### src/rtl/adpcm_tdm_pkg.sv
// Shared types and defaults for the ADPCM TDM transmit path.
package adpcm_tdm_pkg;

    typedef enum logic [1:0] {
        IDLE  = 2'd0,
        RUN   = 2'd1,
        DRAIN = 2'd2
    } tx_state_t;

    localparam int DEF_NUM_CH  = 32;
    localparam int DEF_CODE_W  = 4;
    localparam int DEF_SLOT_W  = 8;
    localparam int DEF_CLK_DIV = 4;
    localparam logic [DEF_CODE_W-1:0] DEF_IDLE_CODE = 4'b1111;

    // Counter width for n states; never returns zero so single-entry counters still exist.
    function automatic int ch_w(input int n);
        return (n > 1) ? $clog2(n) : 1;
    endfunction

endpackage

### src/rtl/tdm_bit_timer.sv
// Serial bit-rate divider plus slot/bit position counters for the TDM frame.
module tdm_bit_timer
    import adpcm_tdm_pkg::*;
#(
    parameter int NUM_CH  = DEF_NUM_CH,
    parameter int SLOT_W  = DEF_SLOT_W,
    parameter int CLK_DIV = DEF_CLK_DIV
) (
    input  logic                    clk,
    input  logic                    reset,
    input  logic                    start,
    input  logic                    active,
    input  logic                    step,
    output logic                    tick,
    output logic                    first_bit,
    output logic                    last_bit,
    output logic [ch_w(NUM_CH)-1:0] slot,
    output logic [ch_w(SLOT_W)-1:0] bit_idx
);

    localparam int CH_W  = ch_w(NUM_CH);
    localparam int BIT_W = ch_w(SLOT_W);
    localparam int DIV_W = ch_w(CLK_DIV);
    localparam logic [DIV_W-1:0] DIV_LAST  = DIV_W'(CLK_DIV - 1);
    localparam logic [CH_W-1:0]  SLOT_LAST = CH_W'(NUM_CH - 1);
    localparam logic [BIT_W-1:0] BIT_LAST  = BIT_W'(SLOT_W - 1);

    logic [DIV_W-1:0] div;

    assign tick      = active && (div == DIV_LAST);
    assign first_bit = (slot == '0) && (bit_idx == '0);
    assign last_bit  = (slot == SLOT_LAST) && (bit_idx == BIT_LAST);

    // start preloads the divider so the very next clk is a tick.
    always_ff @(posedge clk) begin
        if (reset) begin
            div     <= '0;
            slot    <= '0;
            bit_idx <= '0;
        end else if (start) begin
            div     <= DIV_LAST;
            slot    <= '0;
            bit_idx <= '0;
        end else if (active) begin
            div <= tick ? '0 : div + 1'b1;
            if (tick && step) begin
                if (bit_idx == BIT_LAST) begin
                    bit_idx <= '0;
                    slot    <= (slot == SLOT_LAST) ? '0 : slot + 1'b1;
                end else begin
                    bit_idx <= bit_idx + 1'b1;
                end
            end
        end
    end

endmodule

### src/rtl/adpcm_tdm_tx.sv
// Multichannel ADPCM TDM transmitter: double-buffered code banks, frame swap
// with idle-code substitution, and an MSB-first serializer with frame sync.
module adpcm_tdm_tx
    import adpcm_tdm_pkg::*;
#(
    parameter int                NUM_CH    = DEF_NUM_CH,
    parameter int                CODE_W    = DEF_CODE_W,
    parameter int                SLOT_W    = DEF_SLOT_W,
    parameter int                CLK_DIV   = DEF_CLK_DIV,
    parameter logic [CODE_W-1:0] IDLE_CODE = CODE_W'(DEF_IDLE_CODE)
) (
    input  logic                    clk,
    input  logic                    reset,
    input  logic                    enable,
    input  logic                    in_valid,
    output logic                    in_ready,
    input  logic [ch_w(NUM_CH)-1:0] in_ch,
    input  logic [CODE_W-1:0]       in_code,
    output logic                    sdo,
    output logic                    fs,
    output logic                    frame_start,
    output logic                    underrun,
    input  logic                    underrun_clr,
    input  logic                    scan_in0,
    input  logic                    scan_in1,
    input  logic                    scan_in2,
    input  logic                    scan_in3,
    input  logic                    scan_in4,
    input  logic                    scan_enable,
    input  logic                    test_mode,
    output logic                    scan_out0,
    output logic                    scan_out1,
    output logic                    scan_out2,
    output logic                    scan_out3,
    output logic                    scan_out4,
    output tx_state_t               state
);

    localparam int CH_W  = ch_w(NUM_CH);
    localparam int BIT_W = ch_w(SLOT_W);
    localparam logic [BIT_W-1:0] BIT_LAST = BIT_W'(SLOT_W - 1);

    tx_state_t                   state_next;
    logic                        tick, first_bit, last_bit;
    logic [CH_W-1:0]             slot;
    logic [BIT_W-1:0]            bit_idx;
    logic                        emit, clear_line, swap, any_missing, wr_accept, tx_bit;
    logic [NUM_CH-1:0][CODE_W-1:0] write_bank, read_bank, fresh_bank;
    logic [NUM_CH-1:0]           written;
    logic [CODE_W-1:0]           cur_code;
    logic [SLOT_W-1:0]           slot_word;
    logic                        unused_dft;

    tdm_bit_timer #(
        .NUM_CH  (NUM_CH),
        .SLOT_W  (SLOT_W),
        .CLK_DIV (CLK_DIV)
    ) u_timer (
        .clk       (clk),
        .reset     (reset),
        .start     ((state == IDLE) && enable),
        .active    (state != IDLE),
        .step      (state == RUN),
        .tick      (tick),
        .first_bit (first_bit),
        .last_bit  (last_bit),
        .slot      (slot),
        .bit_idx   (bit_idx)
    );

    // Handshake: a code is taken on any clk with in_valid & in_ready; there is
    // no backpressure beyond enable/reset, and out-of-range channels are dropped.
    assign in_ready  = enable & ~reset;
    assign wr_accept = in_valid && in_ready && ({1'b0, in_ch} < (CH_W + 1)'(NUM_CH));

    always_ff @(posedge clk) begin
        if (reset) state <= IDLE;
        else       state <= state_next;
    end

    always_comb begin
        state_next = state;
        emit       = 1'b0;
        clear_line = 1'b0;
        case (state)
            IDLE: begin
                clear_line = 1'b1;
                if (enable) state_next = RUN;
            end
            RUN: begin
                if (tick) begin
                    emit = 1'b1;
                    if (last_bit && !enable) state_next = DRAIN;
                end
            end
            DRAIN: begin
                if (tick) begin
                    clear_line = 1'b1;
                    state_next = IDLE;
                end
            end
            default: state_next = IDLE;
        endcase
    end

    assign swap        = emit && first_bit;
    assign frame_start = swap;

    // Contents the read bank takes on at the swap: unwritten channels go idle.
    always_comb begin
        any_missing = 1'b0;
        fresh_bank  = write_bank;
        for (int ch = 0; ch < NUM_CH; ch++) begin
            if (!written[ch]) begin
                fresh_bank[ch] = IDLE_CODE;
                any_missing    = 1'b1;
            end
        end
    end

    // Slot 0 bit 0 goes out on the swap tick itself, so it must come from the incoming bank.
    assign cur_code  = first_bit ? fresh_bank[0] : read_bank[slot];
    assign slot_word = SLOT_W'(cur_code) << (SLOT_W - CODE_W);
    assign tx_bit    = slot_word[BIT_LAST - bit_idx];

    always_ff @(posedge clk) begin
        if (reset) begin
            write_bank <= {NUM_CH{IDLE_CODE}};
            read_bank  <= {NUM_CH{IDLE_CODE}};
            written    <= '0;
            underrun   <= 1'b0;
        end else begin
            if (swap) begin
                read_bank <= fresh_bank;
                written   <= '0;
            end
            if (wr_accept) begin
                write_bank[in_ch] <= in_code;
                written[in_ch]    <= 1'b1;
            end
            if (swap && any_missing) underrun <= 1'b1;
            else if (underrun_clr)   underrun <= 1'b0;
        end
    end

    always_ff @(posedge clk) begin
        if (reset) begin
            sdo <= 1'b0;
            fs  <= 1'b0;
        end else if (emit) begin
            sdo <= tx_bit;
            fs  <= first_bit;
        end else if (clear_line) begin
            sdo <= 1'b0;
            fs  <= 1'b0;
        end
    end

    // DFT hooks terminate here; scan stitching is inserted downstream.
    assign unused_dft = ^{scan_in0, scan_in1, scan_in2, scan_in3, scan_in4, scan_enable, test_mode};
    assign scan_out0  = 1'b0;
    assign scan_out1  = 1'b0;
    assign scan_out2  = 1'b0;
    assign scan_out3  = 1'b0;
    assign scan_out4  = 1'b0;

endmodule
### config.mk
export PLATFORM = sky130hd
export DESIGN_NAME = adpcm_tdm_tx
export DESIGN_NICKNAME = d
export VERILOG_FILES = /design/src/rtl/adpcm_tdm_pkg.sv /design/src/rtl/tdm_bit_timer.sv /design/src/rtl/adpcm_tdm_tx.sv
export SDC_FILE = /design/constraint.sdc
export NUM_CORES = 1
export LEC_CHECK = 0
export BUFFER_PORTS_ARGS = -buffer_cell sky130_fd_sc_hd__buf_2
export CAP_MARGIN = 20
export CORE_ASPECT_RATIO = 1.1
export CORE_MARGIN = 10
export CORE_UTILIZATION = 40
export DETAILED_ROUTE_END_ITERATION = 10
export SETUP_SLACK_MARGIN = 0.5
export SYNTH_ARGS = -nofsm -noshare
export SYNTH_HDL_FRONTEND = slang
export SYNTH_HIERARCHICAL = 1
export SYNTH_SLANG_ARGS = --single-unit
### constraint.sdc
create_clock -name clk -period 2.06 [get_ports clk]
set_clock_uncertainty 0.1 [all_clocks]
set_input_delay 0.412 -clock clk [delete_from_list [all_inputs] [get_ports clk]]
set_output_delay 0.412 -clock clk [all_outputs]
set_load 0.01 [all_outputs]
## Yosys cells after proc, flatten, opt, wreduce, memory -nomap -nowiden

Cells that the tools add are included.

- $add $sub $neg: 4
- Magnitude comparators: 4
- Equality and inequality tests: 9
- Muxes and demuxes: 95
- Bitwise logic cells: 3
- Reduce and logical (&&, ||, !) cells: 22

Operator list:

| kind | count |
|---|---|
| 4-bit two-way mux | 35 |
| 128-bit bitwise mux | 1 |
| 32-bit two-way mux | 3 |
| 1-bit two-way mux | 41 |
| 32-bit OR | 1 |
| 4-bit binary-select mux with 5-bit select | 1 |
| 4-bit demux with 5-bit select | 1 |
| 2-bit two-way mux | 7 |
| 5-bit by 6-bit less-than comparator with 1-bit output (second input constant) | 2 |
| 1-bit logical AND | 10 |
| 2-bit nonzero test | 4 |
| 2-bit inequality test (second input constant) | 3 |
| 2-bit case mux with 3 select lines | 1 |
| 5-bit by 1-bit adder with 5-bit output (second input constant) | 1 |
| 1-bit demux with 5-bit select | 1 |
| 5-bit == test (second input constant) | 1 |
| 5-bit by 1-bit >= comparator with 1-bit output (second input constant) | 1 |
| 5-bit zero test | 1 |
| 5-bit two-way mux | 1 |
| 2-bit == test (second input constant) | 2 |
| 3-bit by 4-bit less-than comparator with 1-bit output (second input constant) | 1 |
| 4-bit AND reduction | 1 |
| 3-bit by 1-bit adder with 3-bit output (second input constant) | 1 |
| 1-bit binary-select mux with 3-bit select | 1 |
| 15 further kinds | 15 |

- Flip-flop bits (word level): 303
- Input bits: 21
- Output and inout port bits: 12
- Word-level logic and storage cells: 209

## Longest topological paths before layout

Gate-level depths: netlist of the first run.

- Depth after elaboration: 34
- Gate-level depth with buffers: 10
- Depth with buffers taken out: 8

## Hierarchy

Netlist of the first run, hierarchy kept.

Modules (own cells, without submodules):

| module | times used | cells an instance | area each (µm²) | sequential area each (µm²) |
|---|---|---|---|---|
| adpcm_tdm_tx | 1 | 1336 | 12599.6 | 5865.6 |
| tdm_bit_timer | 1 | 60 | 564.3 | 200.2 |

## Least setup slack after synthesis of the first run

No wires, ideal clock.

- Kind: register to register
- From: reg u_timer.slot[0]
- To: reg sdo
- Data arrival time: 2002 ps
- Data required time: 1827 ps
- Slack: -176 ps
- Cell stages (with the launch flop): 7
- Buffers on the path: 1
- Cell sequence: dfxtp_1 > buf_6 > mux4_1 > mux4_2 > or3_1 > o2111ai_2 > a221oi_2

- Longest elaborated chain between the ends: 6
- Elaborated cells between the ends (all ways): 8

RTL lines:

| what | RTL line | source |
|---|---|---|
| start: declaration | tdm_bit_timer.sv:17 | `output logic [ch_w(NUM_CH)-1:0] slot,` |
| start signal: assignment | tdm_bit_timer.sv:49 | `slot <= (slot == SLOT_LAST) ? '0 : slot + 1'b1;` |
| 4-bit binary-select mux with 5-bit select or 5-bit zero test (tied branches) | adpcm_tdm_tx.sv:122, tdm_bit_timer.sv:31 |  |
| 4-bit two-way mux (implied by the code) or 1-bit logical AND (tied branches) | adpcm_tdm_tx.sv:122, tdm_bit_timer.sv:31 |  |
| 4-bit two-way mux * | adpcm_tdm_tx.sv:122 | `assign cur_code = first_bit ? fresh_bank[0] : read_bank[slot];` |
| 1-bit binary-select mux with 3-bit select * | adpcm_tdm_tx.sv:124 | `assign tx_bit = slot_word[BIT_LAST - bit_idx];` |
| 1-bit two-way mux (implied by the code) * | adpcm_tdm_tx.sv:124 |  |
| 1-bit two-way mux * | adpcm_tdm_tx.sv:150 | `end else if (emit) begin` |
| end signal: assignment | adpcm_tdm_tx.sv:151 | `sdo <= tx_bit;` |
| end: declaration | adpcm_tdm_tx.sv:19 | `output logic sdo,` |

Every way passes the cells marked *; elsewhere a longest branch is shown, timed or not. The select of a mux whose other input is x is not followed.
A chain may end at the register's enable or synchronous reset.

## Final worst setup path of the first run

Same ends and word-level chain as after synthesis.

==> metrics.txt, run 1 <==
Clock Latency Late Sink 0.52 ns; Max IR drop VDD 0.5845 mV; Total GRT Usage 19.69%; DP Wirelength 23.50 mm; endpoint class of the critical path register; most common flop cell mapped by yosys dfxtp_1; final setup margin -0.1822 ns; Worst R2R Setup Slack -0.18 ns; RSZ-0062 raised after global routing true; fmax 446.0 MHz; Pwr Total 12.74 mW; P_sw 2.860 mW; Hold Path Depth 3; dpl cells 1848; most common cell after layout, fill and taps aside dfxtp_1; Max-Cap Viols 0; antenna fix cells 0; crit path DAT 2.54 ns; main combinational cell family by area after synthesis simple AND/OR/NAND/NOR gates; Relative slew margins 32.15%; Yosys top cell area share 46.08%; area of the mapped netlist 0.01316 mm2; IO Pins 33; final core utilization 58.64%; Initial DRC Count 794; clock share of power 49.0%; Post-Synth XOR/XNOR Area 0.06653%; number of synthesized flops with an enable pin 0; worst-margin pin slew 1.018 ns; failing checks setup timing; reg2reg path depth 6; CTS clk-pin slew, worst paths 0.06 ns; htree depth 2; Synth Register Bits 303; Residual DRC 0; total CTS buffers 35; synth top area cells dfxtp_1 (46%), nor3b_1 (7.5%), o21bai_1 (7.3%), a211o_1 (5.3%), mux4_2 (5.1%); crit share post-route 108.8%; area grow syn2layout 44.22%; FP Rows 69; placeable core area 0.03237 mm2; Pint 9.877 mW; compound-cell area share of the yosys netlist 15.41%; initial antenna violation count 0; PD cells 670.9 mW/mm2; syn avg cell area 9.430 um2; maximum number of pins on one net before global-route repair 191; worst r2r src u_timer/slot[0]; clock sinks 303; commonest cells after routing, fill and taps aside dfxtp_1 (293), nor2_1 (146), o21bai_1 (128); Critical Path Start Type register; max-slew violations 0; Leakage 8.063 nW; I/O Buffers 20; CTS Hold Bufs 0; CTS root buffer clkbuf_16; CTS tree yes; GPL Wtd Cong 0.8325; Seq/Total Area, Yosys 46.08%; status finished with violations; share of total power in sequential cells 46.3%; CP Class reg2reg; first-pass GRT wire length 63.44 mm; # setup viols final 6; async set or reset register ratio after synthesis 0%; Vias 11.12k; global route overflow 0; area leader, netlist dfxtp_1; Cells after Synth 1396; share of cells above drive strength 1 39.89%; fin crit period 2.242 ns; die height 210.3 um; Unique masters post-synth 50; Worst Hold Path EP state[1]; post-synthesis adder-cell area fraction 0.7604%; capturing point of the worst reg2reg path sdo; HP Class in2reg; DRT antenna net count 0; Die Footprint 0.04057 mm2; Horiz. Die Dim 193.0 um; crit-path max FO 5; CTS max path bufs 3; Final Hold Fails 0; Routed WL 42.00 mm; Initial Util 40.66%; multiplexer area fraction after synthesis 6.824%; Final nets 1572; Synth Warn # 6; Combinational Power Share 4.8%; Post-Synth Simple-Gate Area 26.87%; sw frac 22.46%; HP Start reset; CP Data Required Time 2.36 ns; pre-CTS setup slack -0.2593 ns; vias in the first global route 10.88k; drt via density 5.580; router iterations before antenna repair 5; Setup TNS Final -0.3744 ns; DR WL/cell 21.07 um; Non-Filler Instances 1993
==> power groups by stage <==
stage | registers (mW) | clock network, mW | logic [mW]
final | 5.90 | 6.23 | 0.607
after global routing | 5.90 | 6.53 | 0.638
after CTS | 5.89 | 6.30 | 0.565
after detailed placement | 6.02 | 0 | 0.490
after global placement | 6.02 | 0 | 0.488
after floorplan | 6.02 | 0 | 0.327
==> per-stage QoR <==
stage / area, um2 / hold slack, ns
floorplan: 14420 / 0.3384
global placement: 15230 / 0.3489
global route: 18980 / 0.1367
CTS: 18200 / 0.1083
detailed placement: 15230 / 0.3557
finish: 18980 / 0.1197
==> cell type report <==
| cell class | instances | area, um2 |
|---|---|---|
| inverter | 11 | 48.80 |
| fill | 2691 | 13390 |
| clock inverter | 7 | 60.06 |
| sequential | 303 | 6088 |
| tap | 426 | 533.0 |
| timing repair buffer | 222 | 2754 |
| clock buffer | 54 | 1090 |
| multi-input combinational | 970 | 8411 |
==> Yosys cell counts, types with 2 or more instances <==
cell type  count
a21oi_1       43
o21ai_0        5
dfxtp_1      303
nor2_2         5
and3_1        31
a211o_1       80
ha_1           8
nor2_1       166
nand2_1       97
buf_2          9
and2_1         5
nor3_1         6
mux2i_1       17
nand3_1       56
a32oi_1        2
or2_2          2
nand3b_1      51
clkbuf_1      93
and3b_1        3
o211ai_1       2
mux4_1         2
nor2b_1       57
buf_1          6
or3_1          3
nor4_1         3
buf_4          7
mux4_2        30
nor3_4         2
a311oi_1       4
nand4_1        9
inv_1         11
nor3b_1      131
a211oi_1       3
o21bai_1     128
==> state kept, by name, indices dropped and copies added, names as in the netlist <==
register	count
read_bank	128
write_bank	128
written	32
u_timer/slot	5
u_timer/bit_idx	3
state	2
u_timer/div	2
fs	1
sdo	1
underrun	1
==> cell families after synthesis <==
family / after synthesis
compound gates: 270
xor+xnor: 1
fa+ha+maj: 8
other cells: 1
simple gates: 637
buf+inv: 127
flops: 303
mux: 49
==> metal layers <==
layer | routed length (um) | track usage [%]
met3 | 1773 | 2.196
met2 | 20420 | 32.29
met4 | 1036 | 5.787
met1 | 18770 | 26.69
met5 | 0 | 0
==> critical path, stage by stage, from the launching register on <==
cell and delay [ns]:
dfxtp_4 0.39, buf_12 0.13, mux4_2 0.50, mux4_2 0.50
or3_1 0.34, o2111ai_2 0.10, a221oi_2 0.07
==> how the worst max path moves through the flow <==
stage                     cells after the start            start        endpoint
after floorplan                               6  u_timer/slot[0]             sdo
after global placement                        9  u_timer/slot[0]  read_bank[108]
after detailed placement                      9  u_timer/slot[0]  read_bank[108]
after CTS                                     6  u_timer/slot[0]             sdo
after global routing                          6  u_timer/slot[0]             sdo
final                                         6  u_timer/slot[0]             sdo
==> timing repair <==
action / 4_1_cts / 5_1_grt
buffers inserted: 39 / 22
pin swaps: 127 / 81
gates resized for setup: 228 / 120
setup endpoints to repair: 200 / 264
cloned: 19 / 4
No activity file was read; power rests on OpenSTA's default activity.
==> inputs of run 2 (changes only) <==
--- a/config.mk
+++ b/config.mk
@@ -11,6 +11,7 @@
 export CORE_MARGIN = 10
 export CORE_UTILIZATION = 40
 export DETAILED_ROUTE_END_ITERATION = 10
+export RECOVER_POWER = 50
 export SETUP_SLACK_MARGIN = 0.5
 export SYNTH_ARGS = -nofsm -noshare
 export SYNTH_HDL_FRONTEND = slang
==> metrics.txt, run 2 (same netlist as run 1, synthesis figures left out) <==
Setup TNS Final -0.4766 ns (-0.1022 ns); Residual DRC 0 (unchanged); total CTS buffers 35 (unchanged); final core utilization 57.73% (-0.91 points); share of total power in sequential cells 46.4% (about the same); FP Rows 69 (unchanged); highest metal used met4; storage element area 0.006085 mm2 (about the same); HP Class in2reg; slowest stage delay, CP 0.50 ns (about the same); failing checks setup timing; DR WL/cell 21.05 um (about the same); DRT antenna net count 0 (unchanged); drt via density 5.587 (+0.13%); crit-path max FO 5 (unchanged); maximum number of pins on one net before global-route repair 191 (unchanged); first-pass GRT wire length 63.44 mm (unchanged); Initial DRC Count 755 (-4.9%); Combinational Power Share 4.5% (-0.3 points); Critical Path Start Type register; crit share post-route 108.7% (-0.11 points); CTS Hold Bufs 0 (unchanged); antenna fix cells 0 (unchanged); fmax 446.4 MHz (+0.10%); clock share of power 49.1% (about the same); endpoint class of the critical path register; most used cell, CP mux4_2; met2 wire len 20.18 mm (-1.2%); vias in the first global route 10.88k (unchanged); Total GRT Usage 19.69% (unchanged); fin crit period 2.240 ns (-0.002254 ns); area grow syn2layout 41.97%; global route overflow 0 (unchanged); CTS clk-pin slew, worst paths 0.06 ns (about the same); die height 210.3 um (unchanged); status finished with violations; WL met1 18.68 mm (-0.49%); commonest cells after routing, fill and taps aside dfxtp_1 (294), nor2_1 (153), o21bai_1 (128); GPL Wtd Cong 0.8325 (unchanged); Clock Latency Late Sink 0.52 ns (about the same); initial antenna violation count 0 (unchanged); Routed WL 41.96 mm (about the same); Max-Cap Viols 0 (unchanged); CP Class reg2reg; Relative slew margins 32.37% (+0.22 points); CTS root buffer clkbuf_16; final std cell area, no fill 0.01869 mm2 (-1.6%); Pint 9.855 mW (-0.22%); PD cells 680.4 mW/mm2 (+1.4%); DP Wirelength 23.50 mm (unchanged); WL met3 1.925 mm (+8.6%); P_sw 2.860 mW (about the same); largest registers read_bank x128, write_bank x128, written x32; CTS max path bufs 3 (unchanged); final setup margin -0.1800 ns (+0.002254 ns); Initial Util 40.66% (unchanged); sw frac 22.49% (+0.036 points); Max IR drop VDD 0.5841 mV (about the same); htree depth 2 (unchanged); Multi-input gate area 0.008275 mm2 (-1.6%); I/O Buffers 20 (unchanged); placeable core area 0.03237 mm2 (unchanged); Critical Path, Cell by Cell buf_12 -> mux4_2 -> mux4_2 -> or3_1 -> o2111ai_2 -> a221oi_2; crit path DAT 2.54 ns (about the same); most common cell after layout, fill and taps aside dfxtp_1; Final nets 1572 (unchanged); share of cells above drive strength 1 37.65% (-2.2 points); Leakage 7.909 nW (-1.9%); CTS tree yes; Horiz. Die Dim 193.0 um (unchanged); Cell Area, Placed 0.01523 mm2 (unchanged); Final Hold Fails 0 (unchanged); router iterations before antenna repair 5 (unchanged); RSZ-0062 raised after global routing true; fillers 2742 (+1.9%); IO Pins 33 (unchanged); # setup viols final 10 (+4); max-slew violations 0 (unchanged); worst-margin pin slew 1.014 ns (-0.003243 ns); Critical Path Slowest Stage Cell mux4_2; CP Data Required Time 2.36 ns (about the same); clock sinks 303 (unchanged); Vias 11.14k (+0.13%); Die Footprint 0.04057 mm2 (unchanged)
==> run 2: changes by cell type in the layout (fill, tap and decap cells not counted), moves of 2 or more <==
cell      delta
clkbuf_1    +14
nor2_4      -10
nor2_1       +7
buf_12       -6
buf_4        -6
clkbuf_2     +6
buf_6        -5
buf_2        -4
nand2_1      +4
nand2_4      -3
nor2_2       +3
nor3b_4      -2
==> run 2: metrics by stage <==
step	setup WS (ns)	total power, mW	std cells	hold WS [ns]
3_3_place_gp	-0.2498	6.511	1848	0.3489
4_1_cts	-0.1811	12.76	1967	0.1083
2_1_floorplan	-0.1018	6.346	1400	0.3384
3_5_place_dp	-0.2593	6.514	1848	0.3557
5_1_grt	-0.2191	13.03	1993	0.1472
6_report	-0.1800	12.72	1993	0.1210
==> run 2: power groups by stage <==
| stage | sequential (mW) | clock (mW) | combinational [mW] |
|---|---|---|---|
| after CTS | 5.89 | 6.30 | 0.565 |
| final | 5.90 | 6.25 | 0.573 |
| after floorplan | 6.02 | 0 | 0.327 |
| after global routing | 5.90 | 6.53 | 0.603 |
| after global placement | 6.02 | 0 | 0.488 |
| after detailed placement | 6.02 | 0 | 0.490 |
==> run 2: path summary, 6_finish.rpt <==
path	from	endpoint	slack [ns]	depth (start not counted)
worst max register to register	u_timer/slot[0]	sdo	-0.18	6
worst min register to register	write_bank[124]	write_bank[124]	0.38	2
worst max-delay path	u_timer/slot[0]	sdo	-0.18	6
worst min-delay path	underrun_clr	underrun	0.12	4
==> run 2: critical path: cells and delay by family (launching register included) <==
family                 cells  cell delay [ns]
and+or+nand+nor            1             0.34
DFF                        1             0.39
muxes                      2             1.00
buffers and inverters      1             0.13
AOI/OAI and AO/OA          2             0.18
==> run 2: area by class of cell <==
class / count / share of cell area, %
clock buffer: 54 / 5.831
clock inverter: 7 / 0.3213
inverter: 11 / 0.2611
multi-input combinational: 970 / 44.28
sequential: 303 / 32.56
tap: 426 / 2.852
timing repair buffer: 222 / 13.90
==> run 2: per-layer routing <==
metal / vias to the layer above / track usage, %
li1: 5279 / -
met4: 0 / 5.787
met1: 5541 / 26.69
met3: 77 / 2.196
met2: 238 / 32.29
met5: - / 0
==> run 2: repair_timing <==
action	in CTS	in global routing
setup endpoints to repair	200	264
gates resized for setup	228	120
pin swaps	127	81
gates cloned	19	4
buffers inserted	39	22
==> inputs of run 3 (changes only) <==
--- a/config.mk
+++ b/config.mk
@@ -11,8 +11,7 @@
 export CORE_MARGIN = 10
 export CORE_UTILIZATION = 40
 export DETAILED_ROUTE_END_ITERATION = 10
-export RECOVER_POWER = 50
-export SETUP_SLACK_MARGIN = 0.5
+export SETUP_SLACK_MARGIN = 0.02
 export SYNTH_ARGS = -nofsm -noshare
 export SYNTH_HDL_FRONTEND = slang
 export SYNTH_HIERARCHICAL = 1
==> metrics.txt, run 3 (same netlist as run 1, synthesis figures left out) <==
status finished with violations; failing checks setup timing; CTS clk-pin slew, worst paths 0.06 ns (about the same); most common cell after layout, fill and taps aside dfxtp_1; Worst Setup SP u_timer/slot[4]; fin crit period 2.304 ns (+0.06433 ns); dpl cells 1860 (+0.65%); Non-Filler Instances 1935 (-2.9%); PD cells 717.4 mW/mm2 (+5.4%); router iterations before antenna repair 6 (+1); Vias 10.57k (-5.1%); HP Class in2reg; Final nets 1514 (-3.7%); fmax 434.0 MHz (-2.8%); Residual DRC 0 (unchanged); Final Hold Fails 0 (unchanged); final setup margin -0.2443 ns (-0.06433 ns); Initial Util 40.66% (unchanged); RSZ-0062 raised after global routing true; DP Wirelength 22.47 mm (-4.4%); slowest stage delay, CP 0.34 ns (-0.16 ns); Critical Path, Cell by Cell nor4_4 -> and3_4 -> buf_6 -> nand2_8 -> inv_12 -> buf_6; clock sinks 303 (unchanged); Pwr Total 11.78 mW (-7.3%); share of cells above drive strength 1 24.06% (-14 points); crit path DAT 1.79 ns (-0.75 ns); antenna fix cells 0 (unchanged); Total GRT Usage 16.96% (-2.7 points); Leakage 6.524 nW (-18%); CP Data Required Time 1.55 ns (-0.81 ns); initial antenna violation count 0 (unchanged); first-pass GRT wire length 55.50 mm (-13%); Max IR drop VDD 0.6948 mV (+19%); area grow syn2layout 24.78%; vias in the first global route 9992 (-8.1%); max-slew violations 0 (unchanged); Clock Latency Late Sink 0.57 ns (+0.05 ns); die height 210.3 um (unchanged); worst r2r src u_timer/slot[0]; worst-margin pin slew 0.7326 ns (-0.2819 ns); I/O Buffers 20 (unchanged); maximum number of pins on one net before global-route repair 181 (-5.2%); total CTS buffers 31 (-11%); crit-path max FO 2 (-3); Initial DRC Count 906 (+20%); Max-Cap Viols 0 (unchanged); Critical Path Start Type register; HP Start underrun_clr; Setup TNS Final -0.4814 ns (-0.004769 ns); GPL Wtd Cong 0.8502 (+2.1%); htree depth 1 (-1); commonest cells after routing, fill and taps aside dfxtp_1 (297), nor2_1 (166), o21bai_1 (128); CTS root buffer clkbuf_16; Routed WL 37.13 mm (-12%); Critical Path Slowest Stage Cell dfxtp_2; Cell Area, Placed 0.01455 mm2 (-4.5%); Die Footprint 0.04057 mm2 (unchanged); global route overflow 0 (unchanged); crit share post-route 111.9% (+3.1 points); placeable core area 0.03237 mm2 (unchanged); DR WL/cell 19.19 um (-8.9%); Horiz. Die Dim 193.0 um (unchanged); final std cell area, no fill 0.01643 mm2 (-12%); CP Class reg2out; largest registers read_bank x128, write_bank x128, written x32; Relative slew margins 51.16% (+19 points); fillers 2933 (+7.0%); CTS tree yes; FP Rows 69 (unchanged); storage element area 0.006078 mm2 (-0.10%); DRT antenna net count 0 (unchanged); drt via density 5.464 (-2.2%); endpoint class of the critical path primary output; pre-CTS setup slack -0.2878 ns (-0.02845 ns); IO Pins 33 (unchanged); most used cell, CP buf_6; CTS max path bufs 3 (unchanged); # setup viols final 4 (-6); Multi-input gate area 0.007139 mm2 (-14%)
## run 3: cell types whose count changed in the layout (fill, tap and decap cells not counted), sizes merged
cell	delta
buf	-37
clkbuf	-20
bufinv	-1
clkdlybuf4s15	-1
inv	+1
## run 3: per-stage QoR
stage | hold slack (ns) | utilization, %
final | 0.04418 | 50.74
after global routing | 0.07388 | 50.74
after CTS | 0.02541 | 48.77
after detailed placement | 0.3516 | 44.93
after global placement | 0.3435 | 44.93
after floorplan | 0.3366 | -
## run 3: worst paths after layout
kind | end | slack, ns | cells after the start
max reg2reg | sdo | -0.23 | 6
min reg2reg | write_bank[88] | 0.37 | 1
min | underrun | 0.04 | 4
max | frame_start | -0.24 | 6
## run 3: repair_timing
action                                  CTS  global route
endpoints found under the setup margin  164           134
cloned                                    0             7
pin swaps                                 7            25
buffers inserted                         11             2
hold buffers                              0             0
gates resized for setup                  45            96
## run 3: per-layer routing
layer  vias to the layer above  GRT usage (%)  share of wire (%)  wire length, um
met2                       230          28.31                 48            17710
met5                         -              0                  0                0
met4                         0          5.283                2.8             1053
li1                       5130              -                  -                -
met1                      5147          22.24                 45            16610
met3                        65          2.279                4.7             1753
## run 3: area by class of cell
type | instances | share of cell area [%]
Multi-Input combinational cell | 970 | 43.46
Timing Repair Buffer | 168 | 9.994
Clock inverter | 7 | 0.2590
Inverter | 11 | 0.3275
Clock buffer | 50 | 5.705
Sequential cell | 303 | 37.00
Tap cell | 426 | 3.245
## run 3: power breakdown
part | switching (mW) | total [mW] | internal (mW) | leakage (nW)
clock | 2.32 | 5.41 | 3.09 | 0.487
combinational | 0.294 | 0.477 | 0.183 | 3.58
sequential | 0.0163 | 5.89 | 5.88 | 2.46
total | 2.63 | 11.8 | 9.15 | 6.52
## run 3: worst max-delay path: cells and delay by family (launching register included)
family / cells / cell delay [ns]
buffers and inverters: 3 / 0.27
DFF: 1 / 0.34
and+or+nand+nor: 3 / 0.62
